`src/rtl/sram_rd_bridge_if.sv`:
```
// Cache-side word read handshake: four-phase valid/ready with a 17-bit byte address.
interface sram_rd_bridge_if;
   logic [16:0] sys_addr;
   logic        sys_valid;
   logic        sys_ready;
   logic [31:0] sys_rdata;

   modport master (
      output sys_addr,
      output sys_valid,
      input  sys_ready,
      input  sys_rdata
   );

   modport slave (
      input  sys_addr,
      input  sys_valid,
      output sys_ready,
      output sys_rdata
   );
endinterface

```
`src/rtl/sram_rd_bridge.sv`:
```
// Read-only bridge from the cache word port to a 16-bit async SRAM: two halfword reads with a
// programmable access time, assembled little-endian into one 32-bit word.
module sram_rd_bridge #(
   parameter int unsigned WAIT_CYCLES = 2
) (
   input  logic                   i_clk,
   input  logic                   i_rst,
   sram_rd_bridge_if.slave        bus,
   output logic [15:0]            o_sram_addr,
   input  logic [15:0]            i_sram_dq,
   output logic                   o_sram_ce_n,
   output logic                   o_sram_oe_n,
   output logic                   o_sram_lb_n,
   output logic                   o_sram_ub_n
);

   localparam logic [3:0] RELOAD = 4'(WAIT_CYCLES - 1);

   typedef enum logic [1:0] {StIdle, StRdLo, StRdHi, StDone} state_t;

   state_t      r_state;
   logic [3:0]  r_cnt;
   logic [14:0] r_word;
   logic [15:0] r_lo;
   logic [31:0] r_rdata;
   logic        r_ready;
   logic [15:0] r_sram_addr;
   logic        r_en_n;

   always_ff @(posedge i_clk) begin
      if (i_rst) begin
         r_state     <= StIdle;
         r_cnt       <= 4'd0;
         r_word      <= 15'd0;
         r_lo        <= 16'd0;
         r_rdata     <= 32'd0;
         r_ready     <= 1'b0;
         r_sram_addr <= 16'd0;
         r_en_n      <= 1'b1;
      end else begin
         unique case (r_state)
            StIdle: begin
               if (bus.sys_valid && !r_ready) begin
                  r_word      <= bus.sys_addr[16:2];
                  r_sram_addr <= {bus.sys_addr[16:2], 1'b0};
                  r_en_n      <= 1'b0;
                  r_cnt       <= RELOAD;
                  r_state     <= StRdLo;
               end
            end
            StRdLo: begin
               if (r_cnt != 4'd0) begin
                  r_cnt <= r_cnt - 4'd1;
               end else begin
                  r_lo        <= i_sram_dq;
                  r_sram_addr <= {r_word, 1'b1};
                  r_cnt       <= RELOAD;
                  r_state     <= StRdHi;
               end
            end
            StRdHi: begin
               if (r_cnt != 4'd0) begin
                  r_cnt <= r_cnt - 4'd1;
               end else begin
                  r_rdata <= {i_sram_dq, r_lo};
                  r_ready <= 1'b1;
                  r_en_n  <= 1'b1;
                  r_state <= StDone;
               end
            end
            StDone: begin
               // Returning to idle without accepting guarantees the cache sees ready low first.
               if (!bus.sys_valid) begin
                  r_ready <= 1'b0;
                  r_state <= StIdle;
               end
            end
            default: r_state <= StIdle;
         endcase
      end
   end

   assign bus.sys_ready = r_ready;
   assign bus.sys_rdata = r_rdata;
   assign o_sram_addr   = r_sram_addr;
   assign o_sram_ce_n   = r_en_n;
   assign o_sram_oe_n   = r_en_n;
   assign o_sram_lb_n   = r_en_n;
   assign o_sram_ub_n   = r_en_n;

endmodule

```
`src/flat_wrapper.sv`:
```
// flat-port wrapper written by rule: the top's interface ports become plain ports
module sram_rd_bridge_flat 
#(
   parameter int unsigned WAIT_CYCLES = 2
)
  (i_clk, i_rst, o_sram_addr, i_sram_dq, o_sram_ce_n, o_sram_oe_n, o_sram_lb_n, o_sram_ub_n, bus_sys_addr, bus_sys_valid, bus_sys_ready, bus_sys_rdata);
  sram_rd_bridge_if bus_i ();
  input  logic i_clk;
  input  logic i_rst;
  output logic [15:0] o_sram_addr;
  input  logic [15:0] i_sram_dq;
  output logic o_sram_ce_n;
  output logic o_sram_oe_n;
  output logic o_sram_lb_n;
  output logic o_sram_ub_n;
  input wire logic [$bits(bus_i.sys_addr)-1:0] bus_sys_addr;
  input wire logic [$bits(bus_i.sys_valid)-1:0] bus_sys_valid;
  output wire logic [$bits(bus_i.sys_ready)-1:0] bus_sys_ready;
  output wire logic [$bits(bus_i.sys_rdata)-1:0] bus_sys_rdata;
  assign bus_i.sys_addr = bus_sys_addr;
  assign bus_i.sys_valid = bus_sys_valid;
  assign bus_sys_ready = bus_i.sys_ready;
  assign bus_sys_rdata = bus_i.sys_rdata;
  sram_rd_bridge #(.WAIT_CYCLES(WAIT_CYCLES)) u_core (.i_clk(i_clk), .i_rst(i_rst), .bus(bus_i), .o_sram_addr(o_sram_addr), .i_sram_dq(i_sram_dq), .o_sram_ce_n(o_sram_ce_n), .o_sram_oe_n(o_sram_oe_n), .o_sram_lb_n(o_sram_lb_n), .o_sram_ub_n(o_sram_ub_n));
endmodule
```
`config.mk`:
```
export PLATFORM = sky130hd
export DESIGN_NAME = sram_rd_bridge_flat
export DESIGN_NICKNAME = d
export VERILOG_FILES = /design/src/rtl/sram_rd_bridge_if.sv /design/src/rtl/sram_rd_bridge.sv /design/src/flat_wrapper.sv
export SDC_FILE = /design/constraint.sdc
export NUM_CORES = 1
export LEC_CHECK = 0
export BUFFER_PORTS_ARGS = -buffer_cell sky130_fd_sc_hd__buf_2
export CAP_MARGIN = 20
export CORE_MARGIN = 2
export CORE_UTILIZATION = 30
export DETAILED_ROUTE_END_ITERATION = 12
export GPL_TIMING_DRIVEN = 0
export RECOVER_POWER = 50
export SLEW_MARGIN = 20
export SYNTH_ARGS = -nofsm -noshare
export SYNTH_HDL_FRONTEND = slang
export SYNTH_SLANG_ARGS = --single-unit
```
`constraint.sdc`:
```
create_clock -name i_clk -period 4.4 [get_ports i_clk]
set_input_delay 0.44 -clock i_clk [delete_from_list [all_inputs] [get_ports i_clk]]
set_output_delay 0.44 -clock i_clk [all_outputs]
set_load 0.02 [all_outputs]
```
# After elaboration in Yosys (flattened, before gate mapping)

Index checks and enable logic that the tools add are counted.

Add/sub/neg operators: 1
Eq/ne operators: 8
Mux-type cells: 17
Bitwise operators: 1
Reduce and logical (&&, ||, !) cells: 16

Operator list:

| cell                | count |
|---|---|
| $mux 16             | 2 |
| $pmux 16 s2         | 1 |
| $mux 4              | 3 |
| $pmux 4 s3          | 1 |
| $reduce_and 3->1    | 4 |
| $mux 2              | 4 |
| $pmux 2 s4          | 1 |
| $ne 2x2->1 const B  | 3 |
| $reduce_and 2->1    | 3 |
| $reduce_bool 2->1   | 3 |
| $eq 2x2->1 const B  | 2 |
| $ne 2x1->1 const B  | 2 |
| $pmux 1 s2          | 2 |
| $reduce_and 4->1    | 1 |
| $reduce_bool 4->1   | 1 |
| $sub 4x1->4 const B | 1 |
| $mux 1              | 3 |
| $reduce_bool 3->1   | 1 |
| $eq 2x1->1 const B  | 1 |
| $logic_not 2->1     | 1 |
| $logic_and 1x1->1   | 1 |
| $logic_not 1->1     | 1 |
| $not 1->1           | 1 |

Register bits after elaboration: 87
Input port bits: 36
Output and inout bits: 53
Logic and storage cells: 51

# Longest topological paths before layout

Gate-level depths: netlist of run 1.

Depth in word-level cells: 4
Gate-level depth with buffers: 8
Gate-level depth less buffers: 6

# Worst setup path before layout of run 1

Ideal clock, no wire load.

Path kind: register to register
Start: register u_core.r_state[1]
End: register u_core.r_sram_addr[14], in the netlist u_core.o_sram_addr[14]
Setup time: 81 ps
Arrival time: 1541 ps
Required time: 4319 ps
Slack: 2778 ps
Stages on the path, launching flop included: 9
Buffers on the path: 2
Period minus slack after synthesis: 1622 ps
Path through: dfxtp_1 > inv_1 > ha_1 > buf_2 > nand2b_1 > a22oi_4 > buf_6 > nor2_1 > a211oi_2

Word-level cells in the longest chain between the ends: 3
Elaborated cells on any way between the ends: 7
Those cells by class: eq/ne: 3; mux: 1; reduce/logical: 3

RTL lines:

| element                                              | RTL line             | source |
|---|---|---|
| start, declared                                      | sram_rd_bridge.sv:21 | `state_t r_state;` |
| start signal, assigned                               | sram_rd_bridge.sv:32 | `r_state <= StIdle;` |
| start signal, assigned                               | sram_rd_bridge.sv:48 | `r_state <= StRdLo;` |
| start signal, assigned                               | sram_rd_bridge.sv:58 | `r_state <= StRdHi;` |
| $eq 2x1->1 / $logic_not 2->1 (equally long branches) | sram_rd_bridge.sv:41 | `unique case (r_state)` |
| $ne 2x2->1 (no line), or another cell as far along   | --                   |  |
| $reduce_and 3->1 (no line)                           | --                   |  |
| end signal, assigned                                 | sram_rd_bridge.sv:45 | `r_sram_addr <= {bus.sys_addr[16:2], 1'b0};` |
| end signal, assigned                                 | sram_rd_bridge.sv:56 | `r_sram_addr <= {r_word, 1'b1};` |
| end, declared                                        | sram_rd_bridge.sv:27 | `logic [15:0] r_sram_addr;` |

Parallel ways exist; a longest one is shown, timed or not.
A chain may end at the register's enable or synchronous reset.

# Worst setup path in the final report of run 1

Start: register u_core.r_cnt[0]
End: register u_core.r_lo[8]

Word-level cells in the longest chain between the ends: 3

RTL lines:

| element                    | RTL line             | source |
|---|---|---|
| start, declared            | sram_rd_bridge.sv:22 | `logic [3:0] r_cnt;` |
| start signal, assigned     | sram_rd_bridge.sv:53 | `r_cnt <= r_cnt - 4'd1;` |
| start signal, assigned     | sram_rd_bridge.sv:63 | `r_cnt <= r_cnt - 4'd1;` |
| $reduce_bool 4->1          | sram_rd_bridge.sv:52 | `if (r_cnt != 4'd0) begin` |
| $not 1->1 (no line)        | --                   |  |
| $reduce_and 2->1 (no line) | --                   |  |
| end signal, assigned       | sram_rd_bridge.sv:55 | `r_lo <= i_sram_dq;` |
| end, declared              | sram_rd_bridge.sv:24 | `logic [15:0] r_lo;` |

Every way passes these cells.

==> metrics.txt, run 1 <==
# fillers=1194; CTS tree=built; DR pass1 iterations=4; total negative slack=0 ns; Final Cell Area=4400 sq um; Slew @ Worst Pin=just under 0.8 ns; most common cell in the netlist=nand2_1; vias per cell=4.70; area delta synth->final=24.3%; clock slew at reported path FFs=0.07 ns; CTS max path bufs=2; hpwl dp=between 6 and 7 mm; Synth area leaders=dfxtp_1, nand2_1, a21oi_1, a211oi_2, mux2i_1; number of enable flip-flop cells after synthesis=0; final setup fails=0; met1 Track Usage GR=19.0%; met3 GRT Util=around 4.8%; Arrival @ worst endpoint=2.64 ns; post-CTS sizing=0; Worst-Skew Late Latency=0.35 ns; GRT busiest layer=met2; Worst Path Buf+Inv=3; WS Path Type=register to register; total global-route track usage=approximately 15%; MaxCap Viol Count=0; final wirelength=9.23 mm; Placed Area=4150 sq um; Setup Fix Bufs, Post-CTS=0; Hold Crit Class=input port to register; leak pwr=1.62 nW; largest net degree at the start of global routing=17; Max transition margin=47.9%; vias in the first global route=2902; Finished Layout Cells=660; cts bufs inserted=9; CP required=roughly 4.7 ns; Rows=39; VDD IR-drop max=0.446 mV; root buf cell=clkbuf_16; global-route wire length before repair=~15 mm; CP max stage delay=0.67 ns; sequential area share after synthesis=49.2%; port bufs=85; I/O pin count=89; Final Hold Viols=0; status=completed; Top delay family on crit path=simple AND/OR/NAND/NOR gates; Period Utilization, post-route=53.8%; cell taking the most area after synthesis=dfxtp_1; RR Startpoint=u_core.r_cnt[0]; slowest stage cell, crit path=nor3b_1; 1st-iter DRT viols=160; Final GP Congestion=about 0.8; RSZ-0062 raised after global routing=no; Period minus WS final=2.37 ns; Startpoint Class=register; per-cell routed wire length=14.0 um; Detail Route Antenna Nets=0; via count=3103; CP startpoint=u_core.r_cnt[0]; top cells by count, synth=nand2_1, dfxtp_1, a21oi_1; Placed Cells=about 640; aggregate global routing overflow=0; share of the synthesized area in the top cell type=49.2%; hold_sp=i_sram_dq[0]; crit-path cells=inv_1 -> ha_1 -> nor3b_1 -> and2_0 -> clkbuf_1 -> buf_4 -> nand2_1 -> a21oi_1; synthesized area per cell=8.51 sq um; Cells after Synth=416; Max Transition Viols Final=0; Die Span Y=113 um; die area=12700 sq um; hold buffer count at CTS=0; clock skew=0.00566 ns; # diodes=0; register bit total from synthesis=slightly below 90; Syn Std Cell Area=3540 sq um; initial antenna violation count=0; DRC violations left=0; warnings from Yosys=0; Synth Flop Type=dfxtp_1; grt met2 use=23.8%; crit-path max FO=10; fraction of layout cells with a size suffix above 1=16.1%; Starting Density=a little under a third; clk sinks=87; Core ar.=between 10000 and 15000 sq um; Post-synth ARST share=0%; H-tree depth=3; Power Dens Cells=709 nW/um^2; Fmax achieved=0.422 GHz; Total Nets Final=555; Post-Syn Nets=around 460; fin util=38.4%; Crit. End Element=register; Synth cell types=32; die span in x=113 um
## cell usage in the layout (no fill, tap or decap), drive strengths merged, types with 2 or more instances in the layout
cell type and n:
a211oi 16, a21oi 70, and2 2, buf 48, bufinv 2, clkbuf 78
dfxtp 87, ha 7, inv 10, mux2i 16, nand2 132, nand2b 3
nor2 22, nor2b 3, o21ai 4, or3 3
## where the power goes
group	switching [mW]	internal, mW	leakage [nW]	total [mW]
clock network	0.344	0.524	0.167	0.868
logic	0.777	0.435	0.742	1.21
registers	0.0939	0.947	0.710	1.04
## worst reg2reg max path, stage by stage (launching register included)
cell and delay [ns]:
dfxtp_1 0.33, inv_1 0.06, ha_1 0.20, nor3b_1 0.67, and2_0 0.21, clkbuf_1 0.36
buf_4 0.27, nand2_1 0.07, a21oi_1 0.13
## flip-flops by register name (all words and copies together), names as in the netlist
name,count
u_core.bus.sys_ready,1
u_core.o_sram_addr,16
u_core.r_cnt,4
u_core.o_sram_ce_n,1
u_core.r_lo,16
u_core.r_state,2
u_core.r_word,15
u_core.bus.sys_rdata,32
## final timing paths
path                             endpoint  cells past startpoint  slack (ns)
hold / removal             u_core.r_lo[0]                      3        0.34
hold reg to reg   u_core.bus.sys_rdata[7]                      2        0.45
setup / recovery           u_core.r_lo[8]                      8        2.03
setup reg to reg           u_core.r_lo[8]                      8        2.03
## kinds of logic (layout without fill, tap and decap cells)
family	Yosys count	after routing	share of synthesized area [%]
compound gates	98	98	18.4
flops	87	87	49.2
mux	16	16	4.52
simple gates	170	170	19.8
buf+inv	38	139	5.65
fa+ha+maj	7	7	2.47
## stage by stage
step	worst slack [ns]	power, mW	hold WS (ns)
after floorplan	2.78	1.98	0.432
after global placement	2.55	2.28	0.436
after detailed placement	2.51	2.31	0.445
after CTS	2.48	3.18	0.335
after global routing	1.79	3.32	0.333
final	2.03	3.12	0.338
## layout make-up
class                   instances  area, sq um  area share [%]
well taps                     143          179            4.06
repair buffers                 85          359            8.16
flip-flops and latches         87         1740            39.6
clock inverters                 6          100            2.27
inverters                       7         26.3           0.597
clock buffers                  10          239            5.43
plain buffers                  31          169            3.84
multi-input cells             291         1590            36.1
## layer usage
metal  up-vias  wire length [um]
met3         9               473
met5         -                 0
met4         0                99
li1       1575                 -
met2        84              4430
met1      1435              4230
(Power assumes the default switching activity.)
==> inputs of run 2 (changes only) <==
clock period = 2.5 ns   (was 4.4 ns; I/O delays follow)
==> run 2 against run 1 <==
- power up 76%
- die area unchanged
- fmax up 18%
- via count up 0.13%
- flip-flop and latch count unchanged
==> metrics.txt, run 2 (synthesis results as in run 1) <==
Starting Density=30.9%; Arrival @ worst endpoint=roughly 2.3 ns; via count=slightly above 3k; total power=5.50 mW; Slew @ Worst Pin=0.742 ns; Placed Area=4150 sq um; hold buffer count at CTS=0; Crit. End Element=register; total negative slack=0 ns; leak pwr=1.62 nW; register area=1740 sq um; Finished Layout Cells=660; RSZ-0062 raised after global routing=no; die area=between 10000 and 15000 sq um; Hold Crit Class=input port to register; # diodes=0; root buf cell=clkbuf_16; Max Transition Viols Final=0; vias in the first global route=2902; per-cell routed wire length=13.9 um; CTS tree=built; # fillers=1193; Core ar.=11500 sq um; Startpoint Class=register; total global-route track usage=about 15%; clk sinks=87; area delta synth->final=24.6%; Period minus WS final=2.00 ns; crit-path max FO=10; H-tree depth=3; Largest register FFs=32; 1st-iter DRT viols=185; Placed Cells=644; status=completed; Power Dens Cells=around 1200 nW/um^2; Worst-Skew Late Latency=0.35 ns; most common cell after layout, fill and taps aside=nand2_1; Reg2Reg Depth=8; vias per cell=4.71; WS Path Type=register to register; largest net degree at the start of global routing=17; Final Cell Area=4410 sq um; post-CTS sizing=0; final wirelength=9.20 mm; Total Nets Final=roughly 560; clock slew at reported path FFs=0.07 ns; MaxCap Viol Count=0; Worst Hold Margin=0.148 ns; DR pass1 iterations=4; hold path depth=3; Fmax achieved=0.500 GHz; DRC violations left=0; worst setup margin=~0.50 ns; global-route wire length before repair=14.7 mm; CTS max path bufs=2; port bufs=between 80 and 90; CP required=2.77 ns; most frequent cells in the layout=nand2_1, dfxtp_1, a21oi_1; aggregate global routing overflow=0; fin util=38.5%; cts bufs inserted=9; hpwl dp=approximately 6.7 mm; Setup Fix Bufs, Post-CTS=0; fraction of layout cells with a size suffix above 1=~16%; final setup fails=0; Period Utilization, post-route=80.0%; Final GP Congestion=approximately 0.79; VDD IR-drop max=0.785 mV; DP Worst Slack=0.623 ns; Detail Route Antenna Nets=0; Die Span Y=113 um; Rows=39; footprint of the multi-input gates=1600 sq um; clock skew=0.00614 ns; Final Hold Viols=0; initial antenna violation count=0; I/O pin count=89; Max transition margin=between 50% and 60%; die span in x=roughly 110 um
-- run 2: routing by layer --
| layer | vias to the layer above | part of all wire (%) | GRT usage [%] |
|---|---|---|---|
| met5 | - | 0 | 0 |
| met1 | 1431 | 45 | 19.0 |
| li1 | 1573 | - | - |
| met2 | 92 | 48 | 23.8 |
| met3 | 11 | 5.9 | 4.75 |
| met4 | 0 | 1.3 | 4.39 |
-- run 2: final cells by class --
type / instances / share of cell area [%]
multi-input cells: 291 / 36.3
repair buffers: 85 / 8.13
clock inverters: 6 / 2.27
plain buffers: 31 / 3.83
clock buffers: 10 / 5.41
flip-flops and latches: 87 / 39.5
inverters: 7 / 0.595
well taps: 143 / 4.05
-- run 2: power by group --
group / switching (mW) / internal (mW) / leakage [nW] / total [mW]
Clock: 0.606 / 0.923 / 0.167 / 1.53
Combinational: 1.36 / 0.776 / 0.747 / 2.14
Sequential: 0.166 / 1.67 / 0.710 / 1.83
-- run 2: final timing paths --
kind                        start                 endpoint  slack [ns]
setup / recovery  u_core.r_cnt[0]          u_core.r_lo[13]        0.50
hold / removal       i_sram_dq[0]           u_core.r_lo[0]        0.15
setup reg to reg  u_core.r_cnt[0]          u_core.r_lo[13]        0.50
hold reg to reg    u_core.r_lo[7]  u_core.bus.sys_rdata[7]        0.45
-- run 2: worst max-delay path, stage by stage, from the launching register on --
cell and delay [ns]:
dfxtp_1 0.33, inv_1 0.06, ha_1 0.21, nor3b_4 0.34, and2_0 0.17, clkbuf_1 0.35
buf_4 0.27, nand2_1 0.07, a21oi_1 0.13
==> inputs of run 3 (changes only) <==
clock period = 1.8 ns   (was 2.5 ns; I/O delays follow)
==> run 3 against run 2 <==
- combinational power is 55% higher
- clock skew hardly changed
- clock power is 37% higher
- clock-buffer cell count stayed put
- setup slack worse by 0.41 ns
- core utilization is 1.0 points higher
- final area is 2.6% higher
- sequential share of layout area is 0.89 points lower
- final cell count is 0.76% higher
==> metrics.txt, run 3 (synthesis results as in run 1) <==
Power Dens Cells=~1800 nW/um^2; clk sinks=87; CP max stage delay=roughly 0.37 ns; footprint of the multi-input gates=roughly 1600 sq um; Rows=39; Detail Route Antenna Nets=0; Arrival @ worst endpoint=just under 2 ns; Die Span Y=approximately 110 um; Worst-Skew Late Latency=~0.34 ns; total negative slack=0 ns; cts bufs inserted=9; Max transition margin=50.3%; port bufs=85; area delta synth->final=27.9%; largest net degree at the start of global routing=17; most frequent cells in the layout=nand2_1, dfxtp_1, a21oi_1; global-route wire length before repair=14.7 mm; Fmax achieved=0.586 GHz; 1st-iter DRT viols=159; Starting Density=between 30% and 40%; final wirelength=~9.3 mm; hpwl dp=~6.7 mm; H-tree depth=3; most common cell after layout, fill and taps aside=nand2_1; final setup fails=0; clock slew at reported path FFs=0.07 ns; leak pwr=1.68 nW; crit-path max FO=10; clock skew=roughly 0.0063 ns; crit-path cells=inv_2 -> ha_2 -> buf_6 -> nand2b_1 -> a22oi_4 -> buf_4 -> nor2_1 -> a211oi_2; Top delay family on crit path=compound AO/OA/AOI/OAI gates; Max Transition Viols Final=0; Crit. End Element=register; # diodes=0; die area=around 13000 sq um; Worst Path Buf+Inv=3; Period Utilization, post-route=94.8%; vias in the first global route=2900; Core ar.=11500 sq um; Period minus WS final=between 1.5 and 2 ns; DP Worst Slack=-0.0770 ns; Final Hold Viols=0; # fillers=1174; Final Cell Area=between 4000 and 5000 sq um; root buf cell=clkbuf_16; total global-route track usage=14.8%; slowest stage cell, crit path=dfxtp_4; aggregate global routing overflow=0; Final GP Congestion=0.788; Hold Crit Class=input port to register; I/O pin count=between 80 and 90; WS Path Type=register to register; per-cell routed wire length=between 10 and 15 um; via count=3121; initial antenna violation count=0; MaxCap Viol Count=0; Placed Area=4150 sq um; Largest register FFs=32; fraction of layout cells with a size suffix above 1=19.9%; Slew @ Worst Pin=0.746 ns; worst setup margin=just over 0.09 ns; vias per cell=about 4.7; VDD IR-drop max=1.09 mV; hold buffer count at CTS=0; register area=1750 sq um; status=completed; CP required=between 2 and 2.5 ns; CTS tree=built; Startpoint Class=register; DRC violations left=0; Total Nets Final=560; DR pass1 iterations=4; die span in x=113 um; fin util=about two fifths; Worst Hold Margin=roughly 0.085 ns; CTS max path bufs=2
[run 3: changes by cell type in the layout (fill, tap and decap cells not counted), moves of 2 or more]
cell / delta
clkbuf_1: -6
buf_6: +5
buf_4: +3
and2_0: -2
and2_1: +2
buf_2: -2
clkbuf_2: +2
clkbuf_4: +2
dfxtp_1: -2
ha_1: -2
ha_2: +2
nor2_1: -2
nor2_2: +2
[run 3: path summary, 6_finish.rpt]
| path | start | cells past startpoint | to | slack [ns] |
|---|---|---|---|---|
| hold / removal | i_sram_dq[15] | 3 | u_core.bus.sys_rdata[31] | 0.09 |
| setup / recovery | u_core.r_state[1] | 8 | u_core.o_sram_addr[15] | 0.09 |
| setup reg to reg | u_core.r_state[1] | 8 | u_core.o_sram_addr[15] | 0.09 |
| hold reg to reg | u_core.r_lo[7] | 2 | u_core.bus.sys_rdata[7] | 0.45 |
[run 3: area by class of cell]
cell class,count,share of cell area (%)
Inverter,7,0.580
Clock inverter,6,2.21
Sequential cell,87,38.6
Tap cell,143,3.95
Clock buffer,10,5.28
Multi-Input combinational cell,291,35.7
Buffer,30,4.48
Timing Repair Buffer,91,9.20
[run 3: through the flow]
stage	std cells	power, mW
floorplan	416	4.83
global placement	644	5.58
detailed placement	644	5.65
CTS	661	7.92
global route	665	8.48
finish	665	7.98
[run 3: per-layer routing]
metal / global-route usage [%] / part of all wire, % / wire (um)
met4: 4.39 / 0.85 / 79
met3: 4.75 / 4.5 / 415
met1: 19.1 / 46 / 4280
met2: 23.8 / 49 / 4520
met5: 0 / 0 / 0
[run 3: worst register-to-register path, cell delays in order (launching register included)]
cell and delay, ns:
dfxtp_4 0.37, inv_2 0.05, ha_2 0.18, buf_6 0.15, nand2b_1 0.18, a22oi_4 0.26
buf_4 0.21, nor2_1 0.06, a211oi_2 0.17
[run 3: timing repair]
action | 4_1_cts | 5_1_grt
gates cloned | 0 | 1
endpoints found under the setup margin | 53 | 66
buffers inserted | 2 | 3
gates resized for setup | 7 | 19
pin swaps | 1 | 1
[run 3: power breakdown]
| group | total [mW] | internal (mW) | switching, mW |
|---|---|---|---|
| clock | 2.10 | 1.28 | 0.817 |
| combinational | 3.32 | 1.33 | 1.99 |
| sequential | 2.56 | 2.33 | 0.233 |
